[config.mk]
export PLATFORM = sky130hd
export DESIGN_NAME = vx_axi_read_burst_split
export DESIGN_NICKNAME = d
export VERILOG_FILES = /design/src/rtl/vx_axi_read_burst_split.sv
export SDC_FILE = /design/constraint.sdc
export NUM_CORES = 1
export LEC_CHECK = 0
export BUFFER_PORTS_ARGS = -buffer_cell sky130_fd_sc_hd__buf_2
export CORE_AREA = 2 2 471 473
export CTS_CLUSTER_DIAMETER = 40
export DETAILED_ROUTE_END_ITERATION = 8
export DIE_AREA = 0 0 473 475
export PLACE_DENSITY = 0.3
export SETUP_SLACK_MARGIN = 0.2
export SLEW_MARGIN = 0
export SYNTH_ARGS = -nofsm -noshare
export SYNTH_HDL_FRONTEND = slang
export SYNTH_SLANG_ARGS = --single-unit
[constraint.sdc]
create_clock -name clk -period 14.9 [get_ports clk]
set_clock_uncertainty 0.15 [all_clocks]
set_input_delay 1.49 -clock clk [delete_from_list [all_inputs] [get_ports clk]]
set_output_delay 1.49 -clock clk [all_outputs]
set_load 0.02 [all_outputs]
[src/rtl/vx_axi_read_burst_split.sv]
// AXI4 read burst splitter: cuts INCR bursts into sub-bursts bounded by MAX_BURST_LEN and
// BOUNDARY, and merges the returned R beats so upstream sees one RLAST per original burst.
module vx_axi_read_burst_split #(
   parameter int AXI_DATA_WIDTH = 512,
   parameter int AXI_ADDR_WIDTH = 32,
   parameter int AXI_TID_WIDTH  = 8,
   parameter int MAX_BURST_LEN  = 16,
   parameter int BOUNDARY       = 4096,
   parameter int MAX_PENDING    = 8
) (
   input  logic                      clk,
   input  logic                      reset,
   input  logic                      s_axi_arvalid,
   output logic                      s_axi_arready,
   input  logic [AXI_ADDR_WIDTH-1:0] s_axi_araddr,
   input  logic [AXI_TID_WIDTH-1:0]  s_axi_arid,
   input  logic [7:0]                s_axi_arlen,
   input  logic [2:0]                s_axi_arsize,
   input  logic [1:0]                s_axi_arburst,
   input  logic [1:0]                s_axi_arlock,
   input  logic [3:0]                s_axi_arcache,
   input  logic [2:0]                s_axi_arprot,
   input  logic [3:0]                s_axi_arqos,
   input  logic [3:0]                s_axi_arregion,
   output logic                      s_axi_rvalid,
   input  logic                      s_axi_rready,
   output logic [AXI_DATA_WIDTH-1:0] s_axi_rdata,
   output logic [AXI_TID_WIDTH-1:0]  s_axi_rid,
   output logic [1:0]                s_axi_rresp,
   output logic                      s_axi_rlast,
   output logic                      m_axi_arvalid,
   input  logic                      m_axi_arready,
   output logic [AXI_ADDR_WIDTH-1:0] m_axi_araddr,
   output logic [AXI_TID_WIDTH-1:0]  m_axi_arid,
   output logic [7:0]                m_axi_arlen,
   output logic [2:0]                m_axi_arsize,
   output logic [1:0]                m_axi_arburst,
   output logic [1:0]                m_axi_arlock,
   output logic [3:0]                m_axi_arcache,
   output logic [2:0]                m_axi_arprot,
   output logic [3:0]                m_axi_arqos,
   output logic [3:0]                m_axi_arregion,
   input  logic                      m_axi_rvalid,
   output logic                      m_axi_rready,
   input  logic [AXI_DATA_WIDTH-1:0] m_axi_rdata,
   input  logic [AXI_TID_WIDTH-1:0]  m_axi_rid,
   input  logic [1:0]                m_axi_rresp,
   input  logic                      m_axi_rlast
);
   localparam int BW = $clog2(BOUNDARY);
   localparam int PW = $clog2(MAX_PENDING);
   localparam int CW = (BW + 1 > 9) ? BW + 1 : 9;
   localparam logic [BW:0]    BOUND_V = BOUNDARY[BW:0];
   localparam logic [CW-1:0]  MAXL    = CW'(MAX_BURST_LEN);
   localparam logic [PW:0]    FULL_V  = MAX_PENDING[PW:0];
   localparam logic [1:0]     BURST_INCR = 2'b01;

   typedef enum logic {IDLE, SPLIT} state_t;

   state_t                    state;
   logic [8:0]                rem;
   logic [AXI_TID_WIDTH-1:0]  cur_id;
   logic [AXI_ADDR_WIDTH-1:0] addr;
   logic [2:0]                size;
   logic [1:0]                burst;
   logic [1:0]                lock;
   logic [3:0]                cache;
   logic [2:0]                prot;
   logic [3:0]                qos;
   logic [3:0]                region;
   logic [MAX_PENDING-1:0]    fifo_final;
   logic [PW-1:0]             wr_ptr;
   logic [PW-1:0]             rd_ptr;
   logic [PW:0]               count;

   logic [AXI_ADDR_WIDTH-1:0] aligned;
   logic [AXI_ADDR_WIDTH-1:0] next_addr;
   logic [BW:0]               to_bnd;
   logic [8:0]                sub;
   logic                      is_final;
   logic                      fifo_empty;
   logic                      fifo_full;
   logic                      ar_hs;
   logic                      m_hs;
   logic                      pop;

   // Smallest of remaining beats, the length cap and the beats left before the boundary.
   function automatic logic [8:0] min_len(input logic [8:0] r, input logic [BW:0] tb);
      logic [CW-1:0] m;
      m = CW'(r);
      if (MAXL < m) m = MAXL;
      if (CW'(tb) < m) m = CW'(tb);
      return m[8:0];
   endfunction

   assign aligned    = addr & ~((AXI_ADDR_WIDTH'(1) << size) - AXI_ADDR_WIDTH'(1));
   assign to_bnd     = (BOUND_V - {1'b0, aligned[BW-1:0]}) >> size;
   assign sub        = (burst == BURST_INCR) ? min_len(rem, to_bnd) : rem;
   assign is_final   = (rem == sub);
   assign next_addr  = aligned + (AXI_ADDR_WIDTH'(sub) << size);

   assign fifo_empty = (count == '0);
   assign fifo_full  = (count == FULL_V);

   // Only same-ID bursts may overlap, which keeps R data in request order.
   assign s_axi_arready = reset && (state == IDLE) && (fifo_empty || (s_axi_arid == cur_id));
   assign ar_hs         = s_axi_arvalid && s_axi_arready;
   assign m_axi_arvalid = (state == SPLIT) && !fifo_full;
   assign m_hs          = m_axi_arvalid && m_axi_arready;

   assign m_axi_araddr   = addr;
   assign m_axi_arid     = cur_id;
   assign m_axi_arlen    = 8'(sub - 9'd1);
   assign m_axi_arsize   = size;
   assign m_axi_arburst  = burst;
   assign m_axi_arlock   = lock;
   assign m_axi_arcache  = cache;
   assign m_axi_arprot   = prot;
   assign m_axi_arqos    = qos;
   assign m_axi_arregion = region;

   assign s_axi_rvalid = m_axi_rvalid;
   assign m_axi_rready = s_axi_rready;
   assign s_axi_rdata  = m_axi_rdata;
   assign s_axi_rid    = m_axi_rid;
   assign s_axi_rresp  = m_axi_rresp;
   assign s_axi_rlast  = m_axi_rlast && (fifo_empty || fifo_final[rd_ptr]);
   assign pop          = m_axi_rvalid && s_axi_rready && m_axi_rlast && !fifo_empty;

   always_ff @(posedge clk or negedge reset) begin
      if (!reset) begin
         state  <= IDLE;
         rem    <= '0;
         cur_id <= '0;
         wr_ptr <= '0;
         rd_ptr <= '0;
         count  <= '0;
      end else begin
         case (state)
            IDLE: begin
               if (ar_hs) begin
                  rem    <= {1'b0, s_axi_arlen} + 9'd1;
                  cur_id <= s_axi_arid;
                  state  <= SPLIT;
               end
            end
            SPLIT: begin
               if (m_hs) begin
                  rem <= rem - sub;
                  if (is_final) state <= IDLE;
               end
            end
            default: state <= IDLE;
         endcase
         if (m_hs) wr_ptr <= wr_ptr + PW'(1);
         if (pop)  rd_ptr <= rd_ptr + PW'(1);
         case ({m_hs, pop})
            2'b10:   count <= count + (PW+1)'(1);
            2'b01:   count <= count - (PW+1)'(1);
            default: count <= count;
         endcase
      end
   end

   always_ff @(posedge clk) begin
      if (ar_hs) begin
         addr   <= s_axi_araddr;
         size   <= s_axi_arsize;
         burst  <= s_axi_arburst;
         lock   <= s_axi_arlock;
         cache  <= s_axi_arcache;
         prot   <= s_axi_arprot;
         qos    <= s_axi_arqos;
         region <= s_axi_arregion;
      end else if (m_hs) begin
         addr <= next_addr;
      end
      if (m_hs) fifo_final[wr_ptr] <= is_final;
   end

   r_beat_without_request: assert property (@(posedge clk) disable iff (!reset)
      !(m_axi_rvalid && s_axi_rready && fifo_empty));

endmodule

==> impl_metrics.csv <==
group,metric,value,unit
timing,rsz0062_at_grt,"no",
timing,slew_headroom,0.427,
setup_path,cp.arrival,10.18,ns
detailed_routing,vias,7816,
timing,hold_slack,0.336,ns
floorplan,ios,1196,
yosys,synth_edf_count,62,
finish,fin_cells,3847,
timing,fin_crit,10.20,ns
setup_path,worstPathRequired,14.88,ns
detailed_routing,dr.first_iter.drc_count,431,
timing,setup_violations,0,
clocking,postCtsHoldBufs,0,
yosys,yosys_register_bits,90,
yosys,ys_types,91,
yosys,avgSynthCellArea,8.43,um2
power_and_ir_drop,fin_total_pwr,1.86,mW
place,place_area,11800,um2
place,dp_hpwl,88.2,mm
flow_run,max_cap_violations,0,
yosys,synthSimpleGateAreaFrac,0.129,
clocking,ctsResizeCount,0,
yosys,synth_fa_ha_area_frac,0.0513,
setup_path,slowest_stage,"or3b_1",
yosys,synth_top_area_frac,0.346,
setup_path,r2r_slack,4.70,ns
yosys,synth.area.top_cells,"buf_4 35%, edfxtp_1 16%, dfrtp_1 6.1%",
clocking,clk_pin_slew,0.07,ns
hold_path,hp-class,"flop to flop",
yosys,synth_top_family_by_area,"buffers and inverters",
setup_path,crit_fanout,42,
floorplan,fp-row-count,172,
yosys,synth_compound_area_frac,0.123,
finish,area_growth,6.02,%
power_and_ir_drop,power_density,154,nW/um2
yosys,synthesis.area,11400,um2
yosys,netlist.top_cell.by_area,"buf_4",
outcome,status,"finished, final reports clean",
yosys,ys.flop_type,"edfxtp_1",
floorplan,die_y,475,um
clocking,cts.sinks,90,
setup_path,end_kind,"flop",
setup_path,startpoint_type,"flop",
power_and_ir_drop,power.leakage,3.81,nW
finish,mostFrequentLayoutCells,"151 x buf_2, 116 x nand2_1, 74 x nor2_1",
timing,slew_violations,0,
finish,drive_above_1_share,0.243,
detailed_routing,viasPerCell,2.03,
place,placed_cells,3830,
global_routing,grt_max_degree,46,
floorplan,die_area,225000,um2
yosys,async_flop_share,0.311,
finish,final_area,12100,um2
global_routing,grt_overflow_total,0,
clocking,cts_htree_levels,3,
detailed_routing,ant_nets,0,
floorplan,coreArea,219000,um2
setup_path,critPathKind,"flop to flop",
clocking,root_buffer,"clkbuf_16",
detailed_routing,first_pass_iters,5,
clocking,cts_buffers,9,
place,place.gp.congestion,0.747,
yosys,synthCells,1354,
place,portBuffers,151,
timing,tns,0,ns
detailed_routing,routedWlPerCell,25.6,um
yosys,synthXorXnorAreaFrac,0.0576,
clocking,clockBufferDepth,2,
timing,finalHoldViolCount,0,
floorplan,initial_utilization,0.0521,
global_routing,first_global_vias,7919,
yosys,synth-warning-count,0,
hold_path,worstHoldStart,"rd_ptr[2]$_DFFE_PN0P_",
floorplan,dieWidth,473,um
power_and_ir_drop,ir_drop,0.0000786,V
timing,clock.fmax,98.0,MHz
yosys,yosysSeqAreaShare,0.225,
setup_path,reg2reg_from,"m_axi_arsize[1]$_DFFE_PP_",
detailed_routing,routed_wl,98.4,mm
global_routing,grt_util_all_layers,0.0833,
yosys,synth_mux_area_frac,0.0428,
clocking,worst_skew_pair.late_latency,0.43,ns
clocking,tritoncts,"built",
clocking,post_cts_buffers,0,
timing,worst_pin_slew,0.852,ns
detailed_routing,drc,0,
timing,fin_crit_sh,0.685,
global_routing,antenna_found_initial,16,
setup_path,max_stage_delay,0.70,ns
setup_path,cp-startpoint,"m_axi_arsize[1]$_DFFE_PP_",
global_routing,grt_pass1_wl,114,mm
finish,final_common_cell,"buf_2",
finish,nNetsFinal,1614,
-- cells by family (layout without fill, tap and decap cells) --
group,count (synthesis),count (layout)
other,1,5
adder cells (fa/ha/maj),45,45
AND/OR/NAND/NOR,307,307
flip-flops,90,90
XOR/XNOR,75,75
buffers and inverters,603,221
AO/OA/AOI/OAI,195,195
multiplexers,38,38
-- cell usage after synthesis (7+ instances only) --
cell type and count:
a21o_1 16, a21oi_1 48, a31oi_1 7, and2_1 17
and3_1 9, buf_1 7, buf_4 526, clkbuf_1 24
dfrtp_1 28, edfxtp_1 62, ha_1 42, inv_1 35
mux2_2 13, mux2i_1 15, nand2_1 117, nand2b_1 8
nand3_1 15, nand4_1 11, nor2_1 74, nor2b_1 11
nor3_1 13, o21ai_0 41, o21bai_1 9, xnor2_1 43
xor2_1 32
-- sequential cells by signal, indices dropped and copies added (netlist names), 3 cells and up --
signal	count
m_axi_arid	8
fifo_final	8
m_axi_arprot	3
rem	9
m_axi_araddr	32
m_axi_arqos	4
m_axi_arregion	4
rd_ptr	3
m_axi_arcache	4
count	4
wr_ptr	3
m_axi_arsize	3
-- final timing paths --
check,end,depth (start not counted)
setup / recovery,m_axi_araddr[27]$_DFFE_PP_,36
min in group asynchronous,rem[4]$_DFFE_PN0P_,1
setup reg to reg,m_axi_araddr[27]$_DFFE_PP_,36
max in group asynchronous,count[3]$_DFFE_PN0P_,2
hold / removal,rd_ptr[2]$_DFFE_PN0P_,1
hold reg to reg,rd_ptr[2]$_DFFE_PN0P_,1
-- report_power, final --
group | total (mW) | switching [mW] | leakage, nW | internal [mW]
registers | 0.486 | 0.111 | 0.915 | 0.375
logic | 1.10 | 0.685 | 2.75 | 0.419
clock network | 0.272 | 0.138 | 0.146 | 0.134
-- final cells by class --
class / count / area (um2)
fillers: 25873 / 207000
flip-flops and latches: 90 / 2560
clock buffers: 9 / 225
multi-input cells: 664 / 4630
well taps: 2871 / 3590
inverters: 42 / 159
repair buffers: 163 / 846
diodes: 1 / 2.50
clock inverters: 7 / 85.1
-- layer usage --
metal	global-route usage	up-vias	part of all wire
met5	0.00541	-	0.0018
met4	0.0453	6	0.055
met3	0.109	295	0.28
met2	0.140	834	0.48
met1	0.0423	3416	0.18
li1	-	3265	-
-- worst max-delay path: cells and delay by family (launching register included) --
family | cells | cell delay, ns
flops | 1 | 0.34
compound gates | 17 | 4.20
fa+ha+maj | 3 | 1.01
buf+inv | 4 | 0.91
mux | 2 | 1.00
simple gates | 8 | 1.88
xor+xnor | 2 | 0.40
-- metrics by stage --
stage                     setup slack, ns    util
after global routing                 3.65  0.0552
after CTS                            4.69  0.0552
after floorplan                      5.85       -
final                                4.70  0.0552
after detailed placement             4.74  0.0538
after global placement               4.81  0.0538
Power figures use the tool's default switching activity.
